<file path="src/rtl/cmprs_afi_mux_ptr_if.sv">
// Burst-issue, write-response and pointer read-port signals between the AFI mux
// and its chunk pointer file.
interface cmprs_afi_mux_ptr_if #(
  parameter int unsigned W = 26
);
  logic         wr_start;
  logic [1:0]   wr_chn;
  logic [1:0]   wr_len;
  logic         wr_eof;
  logic [W-1:0] wr_ptr;
  logic         fifo_full;
  logic         bresp_valid;
  logic [3:0]   chunk_ptr_ra;
  logic [W-1:0] chunk_ptr_rd;

  modport master (
    output wr_start, wr_chn, wr_len, wr_eof, bresp_valid, chunk_ptr_ra,
    input  wr_ptr, fifo_full, chunk_ptr_rd
  );

  modport slave (
    input  wr_start, wr_chn, wr_len, wr_eof, bresp_valid, chunk_ptr_ra,
    output wr_ptr, fifo_full, chunk_ptr_rd
  );
endinterface

</file>
<file path="src/rtl/cmprs_afi_mux_ptr.sv">
// Per-channel chunk pointer file for the compressor AFI mux: write-side pointers advance
// on burst issue, response-side pointers advance on write responses via an in-flight FIFO.
module cmprs_afi_mux_ptr #(
  parameter int unsigned CMPRS_AFIMUX_WIDTH  = 26,
  parameter int unsigned CMPRS_AFIMUX_FIFO_A = 4
) (
  input  logic                            hclk,
  input  logic                            rst,
  input  logic                            en,
  input  logic [4*CMPRS_AFIMUX_WIDTH-1:0] buf_len,
  input  logic [3:0]                      ptr_reset,
  cmprs_afi_mux_ptr_if.slave              bus,
  output logic                            err_ovf,
  output logic                            err_unf
);
  localparam int unsigned W     = CMPRS_AFIMUX_WIDTH;
  localparam int unsigned AW    = CMPRS_AFIMUX_FIFO_A;
  localparam int unsigned DEPTH = 1 << AW;
  localparam int unsigned NPTR  = 16;

  typedef struct packed {
    logic [1:0] chn;
    logic [1:0] len;
    logic       eof;
  } burst_t;

  // Pointer storage indexed {eof, wresp, chn[1:0]}, same layout as the read address.
  logic [W-1:0]  ptr_q [NPTR];
  logic [W-1:0]  ptr_d [NPTR];
  burst_t        fifo_q [DEPTH];
  logic [AW-1:0] wa_q, wa_d, ra_q, ra_d;
  logic [AW:0]   cnt_q, cnt_d;
  logic          full_q, full_d, ovf_q, ovf_d, unf_q, unf_d;
  logic          push, pop;
  burst_t        head, wr_ent;
  logic [W-1:0]  adv_w, adv_r;

  function automatic logic [W-1:0] advance(input logic [W-1:0] ptr, input logic [1:0] len,
                                           input logic [W-1:0] blen);
    logic [W:0] sum;
    sum = {1'b0, ptr} + (W+1)'(len) + (W+1)'(1);
    if (sum >= {1'b0, blen}) sum = sum - {1'b0, blen};
    return W'(sum);
  endfunction

  assign head       = fifo_q[ra_q];
  assign wr_ent.chn = bus.wr_chn;
  assign wr_ent.len = bus.wr_len;
  assign wr_ent.eof = bus.wr_eof;

  // A pop in the same cycle frees the slot a full FIFO would otherwise lack; no bypass to an empty one.
  assign pop  = en && bus.bresp_valid && (cnt_q != '0);
  assign push = en && bus.wr_start && (!full_q || pop);

  assign adv_w = advance(ptr_q[{2'b00, bus.wr_chn}], bus.wr_len, buf_len[bus.wr_chn*W +: W]);
  assign adv_r = advance(ptr_q[{2'b01, head.chn}], head.len, buf_len[head.chn*W +: W]);

  always_comb begin
    ptr_d  = ptr_q;
    wa_d   = wa_q;
    ra_d   = ra_q;
    cnt_d  = cnt_q;
    full_d = full_q;
    ovf_d  = ovf_q;
    unf_d  = unf_q;
    if (!en) begin
      wa_d   = '0;
      ra_d   = '0;
      cnt_d  = '0;
      full_d = 1'b0;
      ovf_d  = 1'b0;
      unf_d  = 1'b0;
    end else begin
      if (push) wa_d = wa_q + AW'(1);
      if (pop)  ra_d = ra_q + AW'(1);
      cnt_d  = cnt_q + (AW+1)'(push) - (AW+1)'(pop);
      full_d = (cnt_d == (AW+1)'(DEPTH));
      ovf_d  = ovf_q | (bus.wr_start & ~push);
      unf_d  = unf_q | (bus.bresp_valid & ~pop);
    end
    if (push) begin
      ptr_d[{2'b00, bus.wr_chn}] = adv_w;
      if (bus.wr_eof) ptr_d[{2'b10, bus.wr_chn}] = adv_w;
    end
    if (pop) begin
      ptr_d[{2'b01, head.chn}] = adv_r;
      if (head.eof) ptr_d[{2'b11, head.chn}] = adv_r;
    end
    // Channel reset wins over any same-cycle advance of that channel.
    for (int i = 0; i < NPTR; i++) begin
      if (ptr_reset[2'(i)]) ptr_d[i] = '0;
    end
  end

  always_ff @(posedge hclk) begin
    if (rst) begin
      for (int i = 0; i < NPTR; i++) ptr_q[i] <= '0;
      wa_q   <= '0;
      ra_q   <= '0;
      cnt_q  <= '0;
      full_q <= 1'b0;
      ovf_q  <= 1'b0;
      unf_q  <= 1'b0;
    end else begin
      ptr_q  <= ptr_d;
      wa_q   <= wa_d;
      ra_q   <= ra_d;
      cnt_q  <= cnt_d;
      full_q <= full_d;
      ovf_q  <= ovf_d;
      unf_q  <= unf_d;
    end
  end

  // Entry storage needs no reset: only slots below the count are ever read.
  always_ff @(posedge hclk) begin
    if (push) fifo_q[wa_q] <= wr_ent;
  end

  assign bus.wr_ptr       = ptr_q[{2'b00, bus.wr_chn}];
  assign bus.chunk_ptr_rd = ptr_q[bus.chunk_ptr_ra];
  assign bus.fifo_full    = full_q;
  assign err_ovf          = ovf_q;
  assign err_unf          = unf_q;
endmodule

</file>
<file path="src/flat_wrapper.sv">
// flat-port wrapper written by rule: the top's interface ports become plain ports
module cmprs_afi_mux_ptr_flat 
#(
  parameter int unsigned CMPRS_AFIMUX_WIDTH  = 26,
  parameter int unsigned CMPRS_AFIMUX_FIFO_A = 4
)
  (hclk, rst, en, buf_len, ptr_reset, err_ovf, err_unf, bus_wr_start, bus_wr_chn, bus_wr_len, bus_wr_eof, bus_bresp_valid, bus_chunk_ptr_ra, bus_wr_ptr, bus_fifo_full, bus_chunk_ptr_rd);
  cmprs_afi_mux_ptr_if #(.W((26))) bus_i ();
  input  logic hclk;
  input  logic rst;
  input  logic en;
  input  logic [4*CMPRS_AFIMUX_WIDTH-1:0] buf_len;
  input  logic [3:0] ptr_reset;
  output logic err_ovf;
  output logic err_unf;
  input wire logic [$bits(bus_i.wr_start)-1:0] bus_wr_start;
  input wire logic [$bits(bus_i.wr_chn)-1:0] bus_wr_chn;
  input wire logic [$bits(bus_i.wr_len)-1:0] bus_wr_len;
  input wire logic [$bits(bus_i.wr_eof)-1:0] bus_wr_eof;
  input wire logic [$bits(bus_i.bresp_valid)-1:0] bus_bresp_valid;
  input wire logic [$bits(bus_i.chunk_ptr_ra)-1:0] bus_chunk_ptr_ra;
  output wire logic [$bits(bus_i.wr_ptr)-1:0] bus_wr_ptr;
  output wire logic [$bits(bus_i.fifo_full)-1:0] bus_fifo_full;
  output wire logic [$bits(bus_i.chunk_ptr_rd)-1:0] bus_chunk_ptr_rd;
  assign bus_i.wr_start = bus_wr_start;
  assign bus_i.wr_chn = bus_wr_chn;
  assign bus_i.wr_len = bus_wr_len;
  assign bus_i.wr_eof = bus_wr_eof;
  assign bus_i.bresp_valid = bus_bresp_valid;
  assign bus_i.chunk_ptr_ra = bus_chunk_ptr_ra;
  assign bus_wr_ptr = bus_i.wr_ptr;
  assign bus_fifo_full = bus_i.fifo_full;
  assign bus_chunk_ptr_rd = bus_i.chunk_ptr_rd;
  cmprs_afi_mux_ptr #(.CMPRS_AFIMUX_WIDTH(CMPRS_AFIMUX_WIDTH), .CMPRS_AFIMUX_FIFO_A(CMPRS_AFIMUX_FIFO_A)) u_core (.hclk(hclk), .rst(rst), .en(en), .buf_len(buf_len), .ptr_reset(ptr_reset), .bus(bus_i), .err_ovf(err_ovf), .err_unf(err_unf));
endmodule
</file>
<file path="config.mk">
export PLATFORM = sky130hd
export DESIGN_NAME = cmprs_afi_mux_ptr_flat
export DESIGN_NICKNAME = d
export VERILOG_FILES = /design/src/rtl/cmprs_afi_mux_ptr_if.sv /design/src/rtl/cmprs_afi_mux_ptr.sv /design/src/flat_wrapper.sv
export SDC_FILE = /design/constraint.sdc
export NUM_CORES = 1
export LEC_CHECK = 0
export CORE_MARGIN = 2
export CORE_UTILIZATION = 40
export DETAILED_ROUTE_END_ITERATION = 8
export GPL_ROUTABILITY_DRIVEN = 0
export PLACE_DENSITY_LB_ADDON = 0.1
export SYNTH_ARGS = -nofsm -noshare
export SYNTH_HDL_FRONTEND = slang
export SYNTH_SLANG_ARGS = --single-unit
</file>
<file path="constraint.sdc">
create_clock -name hclk -period 11.8 [get_ports hclk]
set_input_delay 1.18 -clock hclk [delete_from_list [all_inputs] [get_ports hclk]]
set_output_delay 1.18 -clock hclk [all_outputs]
set_load 0.01 [all_outputs]
</file>
==> impl_metrics.ini, run 1 <==
[run_status]
status = completed

[routing]
antenna_left = 0
vias = 23308
first_iter_violations = 2149
vias_per_cell = 6.124
drc = 0
drt-total-wl_microns = 102100
drt_first_pass_iters = 6
wl_per_cell_microns = 26.84

[global_routing]
use_met2_pct = 44.01
overflow = 0
met3_usage_pct = 2.997
grt_usage_pct = 27.26
use_met1_pct = 38.76
grt_pass1_wl_microns = 151800
grt_pass1_vias = 22554
grt_max_degree = 81
antenna_found_initial = 3
busiest_layer = met2

[clock_network]
cts_tree = yes
cts_resized = 0
insertion_delay_ns = 0.63
clk_pin_slew_ns = 0.06
holdBufCountCts = 0
postCtsSetupRepairBufs = 0
cts.sinks = 516
cts_buffers = 57
cts_root_buf = clkbuf_16
ctsLongestPathBuffers = 3
cts_max_level = 2

[critical_path]
cp-start-kind = register
critPathMaxFanout = 21
reg2reg_depth = 26
rr_endpoint = u_core.ptr_q[246]
cp_data_arrival_time_ns = 9.86
endpoint_kind = register
crit_type = register to register
r2r_slack_ns = 2.41
worst-endpoint-required_ns = 12.27

[hold_path]
holdPathEnd = u_core.ptr_q[129]
whs_path_depth = 2
hp-start = u_core.ptr_q[129]
hold_class = register to register

[die]
num_rows = 98
core_sq_um = 71360
die_area_sq_um = 74140
io_pins = 177
die_y_microns = 272.3
initial_core_util_pct = 40.35
die_x_microns = 272.3

[finish]
drive_gt1_share_pct = 17.87
syn2layout_area_growth_pct = 14.97
fin_area_sq_um = 33100
fillerInstances = 6651
mostFrequentLayoutCells = 435 x dfxtp_1, 324 x a21oi_1, 290 x o21ai_0
nNetsFinal = 3000
mostFrequentLayoutCell = dfxtp_1

[timing]
slew_viol_final = 0
period_share_pct = 79.58
fin_skew_ns = 0.02181
hold_violations = 0
finalCriticalPeriod_ns = 9.390
slew_headroom_pct = 17.94
finalSetupTns_ns = 0
worst_pin_slew_ns = 1.224
setup_viol = 0
fmax_ghz = 0.1065
rsz0062_at_grt = no

[logic_synthesis]
syn-num-nets = 2944
synth.distinct_cells = 86
syn_area_per_cell_sq_um = 10.47
syn_area_sq_um = 28790
synth_edf_count = 80
yosys.area.top_type = dfxtp_1
synth-seq-cells = 516
ys_async_sr_fraction_pct = 0
ys.warnings.count = 0
synthTopCellsByArea = dfxtp_1 30%, mux4_2 19%, edfxtp_1 8.3%
ys_seq_area_share_pct = 38.66
synth_top_area_share_pct = 30.31
synthCells = 2749
synth_ff_type = dfxtp_1

[pwr]
sw_frac_of_total_pct = 29.39
power.leakage_nw = 11.73
p_int_mw = 3.253
p_sw_mw = 1.354
powerDensity_nw_per_um2 = 139.2
clock_power_share_pct = 40.5
pwr-share-seq_pct = 40.3
peakVddDrop_v = 0.0001056
combinationalPowerShare_pct = 19.1

[place]
place_area_sq_um = 31140
io_buffers = 174
dp.final_hpwl_microns = 71230

[job]
max_cap_violations = 0
[flip-flops by register name, indices dropped and copies added (netlist names), named ones only]
name / count
u_core.ptr_q: 416
u_core.fifo_q: 80
u_core.cnt_q: 5
u_core.ra_q: 4
u_core.wa_q: 4
u_core.bus.fifo_full: 1
u_core.err_ovf: 1
u_core.err_unf: 1
[Yosys cell counts, types with 7 or more instances]
| cell | instances |
|---|---|
| a211oi_1 | 92 |
| a211oi_2 | 23 |
| a21o_1 | 27 |
| a21oi_1 | 324 |
| a31oi_1 | 14 |
| and2_1 | 20 |
| and4_1 | 9 |
| buf_1 | 24 |
| buf_2 | 8 |
| buf_6 | 10 |
| clkbuf_1 | 167 |
| dfxtp_1 | 436 |
| edfxtp_1 | 80 |
| ha_1 | 68 |
| inv_1 | 85 |
| mux2_2 | 7 |
| mux2i_1 | 55 |
| mux2i_2 | 38 |
| mux4_2 | 242 |
| nand2_1 | 148 |
| nand2b_1 | 29 |
| nand3_1 | 44 |
| nand4_1 | 21 |
| nor2_1 | 173 |
| nor2b_1 | 7 |
| nor3_1 | 36 |
| o211ai_1 | 15 |
| o21a_1 | 18 |
| o21ai_0 | 290 |
| o22ai_1 | 18 |
| or3_1 | 7 |
| xnor2_1 | 56 |
| xor2_1 | 42 |
[worst max path at each step]
stage	slack (ns)	from	cells past startpoint	end
after detailed placement	2.47	register	26	u_core.ptr_q[38]
after global placement	2.65	register	26	u_core.ptr_q[246]
final	2.41	register	26	u_core.ptr_q[246]
after global routing	1.79	register	26	u_core.ptr_q[64]
after CTS	2.43	register	26	u_core.ptr_q[90]
after floorplan	4.58	bus_wr_chn[0]	26	u_core.ptr_q[335]
[through the flow]
step | util, % | hold WS, ns | std cells | total power, mW | setup WS, ns
final | 46.38 | 0.4568 | 3806 | 4.607 | 2.410
after global routing | 46.38 | 0.4766 | 3804 | 4.774 | 1.788
after floorplan | - | 0.4287 | 2749 | 2.459 | 4.582
after CTS | 46.38 | 0.4591 | 3804 | 4.635 | 2.427
after global placement | 43.63 | 0.4392 | 3696 | 2.757 | 2.645
after detailed placement | 43.63 | 0.4512 | 3696 | 2.769 | 2.469
[power groups by stage]
stage          Combinational, mW  Sequential [mW]  Clock (mW)
5_1_grt                    0.943             1.86        1.97
6_report                   0.881             1.86        1.87
3_5_place_dp               0.873             1.90           0
3_3_place_gp               0.864             1.89           0
2_1_floorplan              0.574             1.88           0
4_1_cts                    0.879             1.86        1.90
[kinds of logic after synthesis]
kind of cell	synth area share (%)
adder cells (fa/ha/maj)	3.303
multiplexers	23.45
XOR/XNOR	2.981
buffers and inverters	4.454
AO/OA/AOI/OAI	18.17
AND/OR/NAND/NOR	8.982
flip-flops	38.66
[layer usage]
layer / wire length [microns] / vias up
met4: 3090 / 2
met1: 45070 / 11791
met5: 10 / -
met2: 47730 / 909
met3: 6241 / 121
li1: - / 10485
[worst max-delay path, cell delays in order, from the launching register on]
cell and delay [ns]:
dfxtp_1 0.82, mux4_2 0.62, mux2i_2 0.19, buf_4 0.29, mux2i_4 0.11, buf_4 0.26, mux4_2 0.39, inv_1 0.05
ha_1 0.17, inv_1 0.09, fa_1 0.23, nand2_1 0.07, o22ai_1 0.35, nand4_2 0.38, nor3_1 0.29, xor2_1 0.26
ha_1 0.35, a21oi_1 0.22, nand2_1 0.06, a2111oi_0 0.41, a22oi_1 0.30, o41ai_1 0.72, o21ai_1 0.42, a21oi_4 0.71
buf_4 0.36, mux2i_1 0.90, a211oi_1 0.18
[layout make-up]
type,count,area [sq um],area share (%)
multi-input cells,1929,16460,49.72
flip-flops and latches,516,11130,33.63
repair buffers,215,2036,6.150
clock buffers,74,1602,4.838
well taps,950,1189,3.591
clock inverters,34,356.6,1.077
inverters,86,324.1,0.9790
diodes,2,5.005,0.01512
Power figures use the tool's default switching activity.
==> run 2: changes to the inputs <==
clock period = 9.2 ns   (was 11.8 ns; I/O delays follow)
==> run 2 against run 1 <==
Final area fell by 0.12%. Largest cell class unchanged. Setup slack got worse by 1.5 ns. Critical path depth is 1 lower. Clock power rose by 20%. Worst hold slack got worse by 0.0035 ns. Critical endpoint is now u_core.ptr_q[215]. Cell count rose by 0.24%. Combinational power is 29% higher. Clock skew increased by 0.0097 ns. Register-to-register slack worse by 1.5 ns. Count of clock-buffer cells in the layout is 12 higher. Global-route usage up 0.068 points. Die area is the same.
==> impl_metrics.ini, run 2 (synthesis results as in run 1) <==
[place]
io_buffers = 174
dp.final_hpwl_microns = 71530
place_area_sq_um = 31250

[clock_network]
cts.sinks = 516
holdBufCountCts = 0
cts_tree = yes
cts_resized = 0
cts_max_level = 2
postCtsSetupRepairBufs = 0
ctsLongestPathBuffers = 3
cts_root_buf = clkbuf_16
cts_buffers = 57
clk_pin_slew_ns = 0.06
insertion_delay_ns = 0.63

[job]
max_cap_violations = 0

[die]
die_area_sq_um = 74140
die_x_microns = 272.3
num_rows = 98
initial_core_util_pct = 40.35
die_y_microns = 272.3
io_pins = 177
core_sq_um = 71360

[timing]
worst_pin_slew_ns = 1.253
fin_skew_ns = 0.03148
holdWs_ns = 0.4533
setup_viol = 0
finalCriticalPeriod_ns = 8.339
slew_headroom_pct = 15.93
rsz0062_at_grt = no
fmax_ghz = 0.1199
hold_violations = 0
period_share_pct = 90.64
slew_viol_final = 0
finalSetupTns_ns = 0

[critical_path]
worst-endpoint-required_ns = 9.66
critPathMaxFanout = 16
crit_type = register to register
cp-start-kind = register
endpoint_kind = register
cp_data_arrival_time_ns = 8.80

[global_routing]
overflow = 0
grt_pass1_wl_microns = 151700
grt_pass1_vias = 22401
grt_max_degree = 88
antenna_found_initial = 6
grt_usage_pct = 27.33

[finish]
syn2layout_area_growth_pct = 14.82
mostFrequentLayoutCell = dfxtp_1
regMostFlops = u_core.ptr_q
mostFrequentLayoutCells = 435 x dfxtp_1, 324 x a21oi_1, 290 x o21ai_0
drive_gt1_share_pct = 17.85
largest_reg_flops = 416
largest_registers = u_core.ptr_q (416), u_core.fifo_q (80), u_core.cnt_q (5)
fin_area_sq_um = 33060
nNetsFinal = 3011

[pwr]
combinationalPowerShare_pct = 19.8
p_int_mw = 4.077
sw_frac_of_total_pct = 29.41
power.leakage_nw = 11.72
peakVddDrop_v = 0.0001537
pwr-share-seq_pct = 41.3
clock_power_share_pct = 38.9
fin_total_pwr_mw = 5.775
powerDensity_nw_per_um2 = 174.7
p_sw_mw = 1.698

[routing]
drt_first_pass_iters = 6
drt-total-wl_microns = 102600
vias_per_cell = 6.033
vias = 23015
wl_per_cell_microns = 26.89
drc = 0
antenna_left = 0
first_iter_violations = 2108

[run_status]
status = completed

[hold_path]
hp-start = u_core.ptr_q[104]
hold_class = register to register
==> run 2: critical path, stage by stage, from the launching register on <==
cell and delay (ns):
dfxtp_1 0.73, buf_4 0.26, mux4_2 0.51, mux2i_2 0.27, mux2i_4 0.19, mux4_2 0.26
inv_1 0.04, ha_1 0.16, inv_1 0.08, fa_1 0.24, nand2_1 0.06, o22ai_1 0.42
nand4_2 0.41, nor3_1 0.30, xor2_1 0.35, ha_1 0.37, a21oi_1 0.23, nand2_1 0.07
a2111oi_0 0.41, a22oi_1 0.29, o41ai_1 0.67, o21ai_1 0.40, a21oi_4 0.39, buf_12 0.23
mux2i_2 0.65, a21oi_1 0.16
==> run 2: power groups by stage <==
stage	logic [mW]	clock network, mW	registers (mW)
4_1_cts	1.14	2.28	2.38
6_report	1.14	2.25	2.39
5_1_grt	1.22	2.37	2.39
2_1_floorplan	0.737	0	2.42
3_3_place_gp	1.12	0	2.43
3_5_place_dp	1.13	0	2.43
==> run 2: area by class of cell <==
| cell class | count | area, sq um |
|---|---|---|
| antenna | 3 | 7.507 |
| clock buffer | 86 | 1615 |
| clock inverter | 19 | 191.4 |
| fill | 6632 | 38300 |
| inverter | 86 | 324.1 |
| multi-input combinational | 1929 | 16460 |
| sequential | 516 | 11130 |
| tap | 950 | 1189 |
| timing repair buffer | 226 | 2143 |
==> run 2: path summary, 6_finish.rpt <==
path | end | slack, ns | depth (start not counted)
max | u_core.ptr_q[215] | 0.86 | 25
min | u_core.ptr_q[104] | 0.45 | 2
max reg2reg | u_core.ptr_q[215] | 0.86 | 25
min reg2reg | u_core.ptr_q[104] | 0.45 | 2
==> run 2: routing by layer <==
metal  wire (microns)  vias to the layer above  track usage, %
li1                 -                    10501               -
met1            45180                    11545           38.31
met2            48240                      853           44.35
met3             6584                      116           3.764
met4             2566                        0           7.331
met5                0                        -               0
==> run 2: through the flow <==
stage	instances	util, %	setup WS (ns)
floorplan	2749	-	2.052
global route	3812	46.32	0.3258
detailed placement	3707	43.78	1.040
global placement	3707	43.78	1.031
finish	3815	46.33	0.8607
CTS	3812	46.32	0.9796
